File: src/rtl/reg_id_ex_if.sv
// ID->EX pipeline register bus: ID-side inputs, EX-side outputs and perf counters.
// master = ID/control side driving the register; slave = the register itself.
interface reg_id_ex_if #(
  parameter int DATA_W = 32,
  parameter int CNT_W  = 16
);
  logic              freeze;
  logic              flush;
  logic              validIn;
  logic [DATA_W-1:0] pcIn;
  logic [DATA_W-1:0] regRnIn;
  logic [DATA_W-1:0] regRmIn;
  logic [3:0]        aluCmdIn;
  logic [3:0]        destIn;
  logic [3:0]        src1In;
  logic [3:0]        src2In;
  logic [11:0]       shiftOperandIn;
  logic [23:0]       imm24In;
  logic              immIn;
  logic              memReadIn;
  logic              memWriteEnIn;
  logic              wbEnIn;
  logic              branchIn;
  logic              sIn;

  logic              validOut;
  logic [DATA_W-1:0] pcOut;
  logic [DATA_W-1:0] regRnOut;
  logic [DATA_W-1:0] regRmOut;
  logic [3:0]        aluCmdOut;
  logic [3:0]        destOut;
  logic [3:0]        src1Out;
  logic [3:0]        src2Out;
  logic [11:0]       shiftOperandOut;
  logic [23:0]       imm24Out;
  logic              immOut;
  logic              memReadOut;
  logic              memWriteEnOut;
  logic              wbEnOut;
  logic              branchOut;
  logic              sOut;
  logic [CNT_W-1:0]  bubbleCnt;
  logic [CNT_W-1:0]  freezeCnt;

  modport master (
    output freeze, flush, validIn, pcIn, regRnIn, regRmIn, aluCmdIn, destIn,
           src1In, src2In, shiftOperandIn, imm24In, immIn, memReadIn,
           memWriteEnIn, wbEnIn, branchIn, sIn,
    input  validOut, pcOut, regRnOut, regRmOut, aluCmdOut, destOut, src1Out,
           src2Out, shiftOperandOut, imm24Out, immOut, memReadOut,
           memWriteEnOut, wbEnOut, branchOut, sOut, bubbleCnt, freezeCnt
  );

  modport slave (
    input  freeze, flush, validIn, pcIn, regRnIn, regRmIn, aluCmdIn, destIn,
           src1In, src2In, shiftOperandIn, imm24In, immIn, memReadIn,
           memWriteEnIn, wbEnIn, branchIn, sIn,
    output validOut, pcOut, regRnOut, regRmOut, aluCmdOut, destOut, src1Out,
           src2Out, shiftOperandOut, imm24Out, immOut, memReadOut,
           memWriteEnOut, wbEnOut, branchOut, sOut, bubbleCnt, freezeCnt
  );
endinterface

File: src/rtl/reg_id_ex.sv
// ID->EX pipeline register with freeze/flush and saturating bubble/freeze perf counters.
// Priority per edge: reset > flush > freeze > load; a load of an invalid entry is a flush.
module reg_id_ex #(
  parameter int DATA_W = 32,
  parameter int CNT_W  = 16
) (
  input logic        clk,
  input logic        rst,
  reg_id_ex_if.slave bus
);
  logic              r_valid;
  logic [DATA_W-1:0] r_pc;
  logic [DATA_W-1:0] r_rn;
  logic [DATA_W-1:0] r_rm;
  logic [3:0]        r_aluCmd;
  logic [3:0]        r_dest;
  logic [3:0]        r_src1;
  logic [3:0]        r_src2;
  logic [11:0]       r_shiftOperand;
  logic [23:0]       r_imm24;
  logic              r_imm;
  logic              r_memRead;
  logic              r_memWriteEn;
  logic              r_wbEn;
  logic              r_branch;
  logic              r_s;
  logic [CNT_W-1:0]  r_bubbleCnt;
  logic [CNT_W-1:0]  r_freezeCnt;

  logic w_kill;
  logic w_hold;

  // Bubble: explicit flush, or an unfrozen load of an invalid ID entry.
  assign w_kill = bus.flush | (~bus.freeze & ~bus.validIn);
  assign w_hold = ~bus.flush & bus.freeze;

  always_ff @(posedge clk) begin
    if (!rst || w_kill) begin
      r_valid        <= 1'b0;
      r_pc           <= '0;
      r_rn           <= '0;
      r_rm           <= '0;
      r_aluCmd       <= '0;
      r_dest         <= '0;
      r_src1         <= '0;
      r_src2         <= '0;
      r_shiftOperand <= '0;
      r_imm24        <= '0;
      r_imm          <= 1'b0;
      r_memRead      <= 1'b0;
      r_memWriteEn   <= 1'b0;
      r_wbEn         <= 1'b0;
      r_branch       <= 1'b0;
      r_s            <= 1'b0;
    end else if (!w_hold) begin
      r_valid        <= 1'b1;
      r_pc           <= bus.pcIn;
      r_rn           <= bus.regRnIn;
      r_rm           <= bus.regRmIn;
      r_aluCmd       <= bus.aluCmdIn;
      r_dest         <= bus.destIn;
      r_src1         <= bus.src1In;
      r_src2         <= bus.src2In;
      r_shiftOperand <= bus.shiftOperandIn;
      r_imm24        <= bus.imm24In;
      r_imm          <= bus.immIn;
      r_memRead      <= bus.memReadIn;
      r_memWriteEn   <= bus.memWriteEnIn;
      r_wbEn         <= bus.wbEnIn;
      r_branch       <= bus.branchIn;
      r_s            <= bus.sIn;
    end
  end

  always_ff @(posedge clk) begin
    if (!rst) begin
      r_bubbleCnt <= '0;
      r_freezeCnt <= '0;
    end else begin
      if (w_kill && r_bubbleCnt != '1) r_bubbleCnt <= r_bubbleCnt + 1'b1;
      if (w_hold && r_freezeCnt != '1) r_freezeCnt <= r_freezeCnt + 1'b1;
    end
  end

  assign bus.validOut        = r_valid;
  assign bus.pcOut           = r_pc;
  assign bus.regRnOut        = r_rn;
  assign bus.regRmOut        = r_rm;
  assign bus.aluCmdOut       = r_aluCmd;
  assign bus.destOut         = r_dest;
  assign bus.src1Out         = r_src1;
  assign bus.src2Out         = r_src2;
  assign bus.shiftOperandOut = r_shiftOperand;
  assign bus.imm24Out        = r_imm24;
  assign bus.immOut          = r_imm;
  assign bus.memReadOut      = r_memRead;
  assign bus.memWriteEnOut   = r_memWriteEn;
  assign bus.wbEnOut         = r_wbEn;
  assign bus.branchOut       = r_branch;
  assign bus.sOut            = r_s;
  assign bus.bubbleCnt       = r_bubbleCnt;
  assign bus.freezeCnt       = r_freezeCnt;
endmodule

File: src/flat_wrapper.sv
// flat-port wrapper written by rule: the top's interface ports become plain ports
module reg_id_ex_flat 
#(
  parameter int DATA_W = 32,
  parameter int CNT_W  = 16
)
  (clk, rst, bus_freeze, bus_flush, bus_validIn, bus_pcIn, bus_regRnIn, bus_regRmIn, bus_aluCmdIn, bus_destIn, bus_src1In, bus_src2In, bus_shiftOperandIn, bus_imm24In, bus_immIn, bus_memReadIn, bus_memWriteEnIn, bus_wbEnIn, bus_branchIn, bus_sIn, bus_validOut, bus_pcOut, bus_regRnOut, bus_regRmOut, bus_aluCmdOut, bus_destOut, bus_src1Out, bus_src2Out, bus_shiftOperandOut, bus_imm24Out, bus_immOut, bus_memReadOut, bus_memWriteEnOut, bus_wbEnOut, bus_branchOut, bus_sOut, bus_bubbleCnt, bus_freezeCnt);
  reg_id_ex_if #(.DATA_W(DATA_W), .CNT_W(CNT_W)) bus_i ();
  input logic clk;
  input logic rst;
  input wire logic [$bits(bus_i.freeze)-1:0] bus_freeze;
  input wire logic [$bits(bus_i.flush)-1:0] bus_flush;
  input wire logic [$bits(bus_i.validIn)-1:0] bus_validIn;
  input wire logic [$bits(bus_i.pcIn)-1:0] bus_pcIn;
  input wire logic [$bits(bus_i.regRnIn)-1:0] bus_regRnIn;
  input wire logic [$bits(bus_i.regRmIn)-1:0] bus_regRmIn;
  input wire logic [$bits(bus_i.aluCmdIn)-1:0] bus_aluCmdIn;
  input wire logic [$bits(bus_i.destIn)-1:0] bus_destIn;
  input wire logic [$bits(bus_i.src1In)-1:0] bus_src1In;
  input wire logic [$bits(bus_i.src2In)-1:0] bus_src2In;
  input wire logic [$bits(bus_i.shiftOperandIn)-1:0] bus_shiftOperandIn;
  input wire logic [$bits(bus_i.imm24In)-1:0] bus_imm24In;
  input wire logic [$bits(bus_i.immIn)-1:0] bus_immIn;
  input wire logic [$bits(bus_i.memReadIn)-1:0] bus_memReadIn;
  input wire logic [$bits(bus_i.memWriteEnIn)-1:0] bus_memWriteEnIn;
  input wire logic [$bits(bus_i.wbEnIn)-1:0] bus_wbEnIn;
  input wire logic [$bits(bus_i.branchIn)-1:0] bus_branchIn;
  input wire logic [$bits(bus_i.sIn)-1:0] bus_sIn;
  output wire logic [$bits(bus_i.validOut)-1:0] bus_validOut;
  output wire logic [$bits(bus_i.pcOut)-1:0] bus_pcOut;
  output wire logic [$bits(bus_i.regRnOut)-1:0] bus_regRnOut;
  output wire logic [$bits(bus_i.regRmOut)-1:0] bus_regRmOut;
  output wire logic [$bits(bus_i.aluCmdOut)-1:0] bus_aluCmdOut;
  output wire logic [$bits(bus_i.destOut)-1:0] bus_destOut;
  output wire logic [$bits(bus_i.src1Out)-1:0] bus_src1Out;
  output wire logic [$bits(bus_i.src2Out)-1:0] bus_src2Out;
  output wire logic [$bits(bus_i.shiftOperandOut)-1:0] bus_shiftOperandOut;
  output wire logic [$bits(bus_i.imm24Out)-1:0] bus_imm24Out;
  output wire logic [$bits(bus_i.immOut)-1:0] bus_immOut;
  output wire logic [$bits(bus_i.memReadOut)-1:0] bus_memReadOut;
  output wire logic [$bits(bus_i.memWriteEnOut)-1:0] bus_memWriteEnOut;
  output wire logic [$bits(bus_i.wbEnOut)-1:0] bus_wbEnOut;
  output wire logic [$bits(bus_i.branchOut)-1:0] bus_branchOut;
  output wire logic [$bits(bus_i.sOut)-1:0] bus_sOut;
  output wire logic [$bits(bus_i.bubbleCnt)-1:0] bus_bubbleCnt;
  output wire logic [$bits(bus_i.freezeCnt)-1:0] bus_freezeCnt;
  assign bus_i.freeze = bus_freeze;
  assign bus_i.flush = bus_flush;
  assign bus_i.validIn = bus_validIn;
  assign bus_i.pcIn = bus_pcIn;
  assign bus_i.regRnIn = bus_regRnIn;
  assign bus_i.regRmIn = bus_regRmIn;
  assign bus_i.aluCmdIn = bus_aluCmdIn;
  assign bus_i.destIn = bus_destIn;
  assign bus_i.src1In = bus_src1In;
  assign bus_i.src2In = bus_src2In;
  assign bus_i.shiftOperandIn = bus_shiftOperandIn;
  assign bus_i.imm24In = bus_imm24In;
  assign bus_i.immIn = bus_immIn;
  assign bus_i.memReadIn = bus_memReadIn;
  assign bus_i.memWriteEnIn = bus_memWriteEnIn;
  assign bus_i.wbEnIn = bus_wbEnIn;
  assign bus_i.branchIn = bus_branchIn;
  assign bus_i.sIn = bus_sIn;
  assign bus_validOut = bus_i.validOut;
  assign bus_pcOut = bus_i.pcOut;
  assign bus_regRnOut = bus_i.regRnOut;
  assign bus_regRmOut = bus_i.regRmOut;
  assign bus_aluCmdOut = bus_i.aluCmdOut;
  assign bus_destOut = bus_i.destOut;
  assign bus_src1Out = bus_i.src1Out;
  assign bus_src2Out = bus_i.src2Out;
  assign bus_shiftOperandOut = bus_i.shiftOperandOut;
  assign bus_imm24Out = bus_i.imm24Out;
  assign bus_immOut = bus_i.immOut;
  assign bus_memReadOut = bus_i.memReadOut;
  assign bus_memWriteEnOut = bus_i.memWriteEnOut;
  assign bus_wbEnOut = bus_i.wbEnOut;
  assign bus_branchOut = bus_i.branchOut;
  assign bus_sOut = bus_i.sOut;
  assign bus_bubbleCnt = bus_i.bubbleCnt;
  assign bus_freezeCnt = bus_i.freezeCnt;
  reg_id_ex #(.DATA_W(DATA_W), .CNT_W(CNT_W)) u_core (.clk(clk), .rst(rst), .bus(bus_i));
endmodule
File: config.mk
export PLATFORM = sky130hd
export DESIGN_NAME = reg_id_ex_flat
export DESIGN_NICKNAME = d
export VERILOG_FILES = /design/src/rtl/reg_id_ex_if.sv /design/src/rtl/reg_id_ex.sv /design/src/flat_wrapper.sv
export SDC_FILE = /design/constraint.sdc
export NUM_CORES = 1
export LEC_CHECK = 0
export CAP_MARGIN = 20
export CORE_AREA = 2 2 134 136
export CTS_CLUSTER_SIZE = 16
export DETAILED_ROUTE_END_ITERATION = 16
export DIE_AREA = 0 0 136 138
export PLACE_DENSITY_LB_ADDON = 0.08
export SLEW_MARGIN = 20
export SYNTH_ARGS = -nofsm -noshare
export SYNTH_HDL_FRONTEND = slang
export SYNTH_SLANG_ARGS = --single-unit
File: constraint.sdc
create_clock -name clk -period 3.3 [get_ports clk]
set_clock_uncertainty 0.05 [all_clocks]
set_input_delay 0.495 -clock clk [delete_from_list [all_inputs] [get_ports clk]]
set_output_delay 0.495 -clock clk [all_outputs]
set_load 0.01 [all_outputs]
==> metrics.csv <==
stage;metric;value;unit
cells_and_area;nets;1352;
logic_synthesis;yosys-top-cells-area;dfxtp_1 (54%), nand2_1 (18%), a21oi_1 (13%);
global_routing;grt_overflow;0;
flow_run;max_cap_violations;0;
sta;slew_headroom;46.6;%
floorplanning;ios;346;
clocking;cts_root_buf;clkbuf_16;
logic_synthesis;synth_commonest_cells;nand2_1 (326), dfxtp_1 (187), a21oi_1 (176);
floorplanning;core-area;17500;sq um
logic_synthesis;synth_warnings;0;
logic_synthesis;syn-num-nets;1035;
route;drt_iter0_drc;474;
logic_synthesis;ys_ff_latch;187;
logic_synthesis;synth_top_cell_area_share;54.2;%
logic_synthesis;synth_edf_count;0;
clocking;holdBufCountCts;0;
cells_and_area;area_delta_synth_final;61.6;%
placed_design;gp_congestion;0.811;
sta;layout_min_cycle_time;2170;ps
floorplanning;fp.dieH;138;um
sta;fin_crit_sh;65.9;%
sta;fin_worst_hold_slack;398;ps
placed_design;dp_hpwl;15500;um
critical_path;crit_fanout;7;
cells_and_area;utilization;63.7;%
cells_and_area;drive_gt1_share;4.24;%
logic_synthesis;synthesis.area;6910;sq um
logic_synthesis;syn_area_per_cell;7.91;sq um
critical_path;setup.worst_path.class;reg2reg;
route;routed-via-count;6968;
logic_synthesis;synth-main-ff-cell;dfxtp_1;
sta;hold_viol;0;
placed_design;port_buffers;345;
floorplanning;start_util;39.4;%
sta;finalMaxSlewViolations;0;
sta;fmax;460;MHz
power;power_density;442;nW/um^2
floorplanning;die_x;136;um
critical_path;slowest_delay;760;ps
clocking;cts_tree;done;
placed_design;place_area;10600;sq um
critical_path;critPathSlowestCell;nor4_1;
clocking;ctsResizeCount;0;
clocking;clk_pin_slew;60;ps
sta;setup_violations;0;
logic_synthesis;synth_top_area_cell;dfxtp_1;
floorplanning;dieArea;18800;sq um
clocking;clock_path_buffers;2;
route;drc;0;
sta;worstMarginPinSlew;793;ps
clocking;cts.sinks;187;
hold_path;hp-class;reg2reg;
logic_synthesis;synthCells;874;
global_routing;grt_pass1_wl;34000;um
sta;rsz0062_at_grt;false;
global_routing;antenna_found_initial;1;
clocking;clk_latency;420;ps
clocking;h-tree-depth;4;
route;antenna_left;0;
global_routing;grt_pass1_vias;6376;
critical_path;worstPathCellList;ha_1 -> nand4_1 -> nor4_1 -> o21ai_0 -> a21oi_1;
power;p_leak;0.00408;uW
global_routing;grt_usage;23.0;%
critical_path;worstPathArrival;2480;ps
clocking;cts_setup_buffers;0;
outcome;status;complete, no violations;
route;vias_per_cell;4.86;
critical_path;crit_family;simple AND/OR/NAND/NOR gates;
sta;fin_setup_tns;0;ps
route;wirelength;22100;um
clocking;cts_made_buffers;17;
critical_path;required;3610;ps
route;firstDrtPassIters;5;
cells_and_area;final_cell_area;11200;sq um
critical_path;worst-path-buf-inv;0;
critical_path;start_kind;flip-flop;
critical_path;cp-end-kind;flip-flop;
logic_synthesis;yosysMostFrequentCell;nand2_1;
logic_synthesis;async_reset_ff_share;0;%
logic_synthesis;ys_types;38;
floorplanning;rows;49;
global_routing;grt_start_max_net_pins;95;
logic_synthesis;synth-seq-area-share;54.2;%
power;peakVddDrop;355;uV
route;routedWlPerCell;15.4;um
-- cell families after synthesis --
| logic type | Yosys count | synth area share [%] |
|---|---|---|
| adder cells (fa/ha/maj) | 2 | 0.362 |
| AND/OR/NAND/NOR | 406 | 25.1 |
| multiplexers | 5 | 0.724 |
| buffers and inverters | 66 | 3.62 |
| flip-flops | 187 | 54.2 |
| AO/OA/AOI/OAI | 207 | 15.9 |
| XOR/XNOR | 1 | 0.127 |
-- placed cells by master, fill, tap and decap left out, types with 3 or more instances in the layout --
master           Yosys  layout
clkdlybuf4s50_1      0     345
nand2_1            326     325
dfxtp_1            187     187
a21oi_1            176     176
clkbuf_16            0      17
nand3_1             12      12
o21ai_0             11      11
o31ai_1             11      11
nand4_1             10      10
or4_1               10      10
or3_1                9       9
buf_4                0       9
nor4_1               8       8
nor3_1               6       6
nand2b_1             6       5
mux2i_1              5       5
inv_1                5       5
nor2_1               5       5
and4_1               4       4
buf_12               0       4
clkinv_4             0       3
inv_6                0       3
clkinvlp_4           0       3
-- per-layer routing --
| layer | wire (um) | up-vias | GRT usage [%] | share of wire (%) |
|---|---|---|---|---|
| met4 | 580 | 0 | 8.83 | 2.6 |
| met3 | 1990 | 30 | 9.72 | 9.0 |
| met1 | 8960 | 3132 | 26.4 | 40 |
| li1 | - | 3566 | - | - |
| met2 | 10600 | 240 | 37.6 | 48 |
| met5 | 0 | - | 0 | 0 |
-- worst min-delay path, delay by kind of cell, from the launching register on --
| family | cells | cell delay, ps |
|---|---|---|
| AOI/OAI and AO/OA | 1 | 50 |
| DFF | 1 | 310 |
| and+or+nand+nor | 1 | 50 |
-- area by class of cell --
class,count,area [sq um]
diodes,1,2.50
clock inverters,12,115
multi-input cells,621,2940
flip-flops and latches,187,3740
clock buffers,20,457
fillers,1576,6360
well taps,229,287
inverters,6,22.5
repair buffers,358,3600
-- state kept, by name, indices dropped and copies added (netlist names) --
| signal | cells |
|---|---|
| u_core.bus.pcOut | 32 |
| u_core.bus.regRmOut | 32 |
| u_core.bus.regRnOut | 32 |
| u_core.bus.imm24Out | 24 |
| u_core.bus.bubbleCnt | 16 |
| u_core.bus.freezeCnt | 16 |
| u_core.bus.shiftOperandOut | 12 |
| u_core.bus.aluCmdOut | 4 |
| u_core.bus.destOut | 4 |
| u_core.bus.src1Out | 4 |
| u_core.bus.src2Out | 4 |
| u_core.bus.branchOut | 1 |
| u_core.bus.immOut | 1 |
| u_core.bus.memReadOut | 1 |
| u_core.bus.memWriteEnOut | 1 |
| u_core.bus.sOut | 1 |
| u_core.bus.validOut | 1 |
| u_core.bus.wbEnOut | 1 |
-- path summary, 6_finish.rpt --
check                                from                      end  slack, ps  cells past startpoint
setup / recovery  u_core.bus.freezeCnt[0]  u_core.bus.freezeCnt[5]       1130                      5
hold / removal    u_core.bus.regRmOut[12]  u_core.bus.regRmOut[12]        400                      2
setup reg to reg  u_core.bus.freezeCnt[0]  u_core.bus.freezeCnt[5]       1130                      5
hold reg to reg   u_core.bus.regRmOut[12]  u_core.bus.regRmOut[12]        400                      2
-- per-stage QoR --
stage	setup WS [ps]	power, uW	std cells
floorplan	1380	2620	874
global placement	763	3010	1401
detailed placement	726	3010	1401
CTS	1170	4990	1433
global route	941	5140	1433
finish	1130	4940	1434
-- power breakdown --
group          switching, uW  leakage [uW]  total, uW  internal [uW]
Sequential              38.1       0.00152       2360           2330
Combinational            257       0.00228        598            341
Clock                    889      0.000273       1980           1090
Total                   1180       0.00408       4940           3750
No activity file was read; power rests on OpenSTA's default activity.
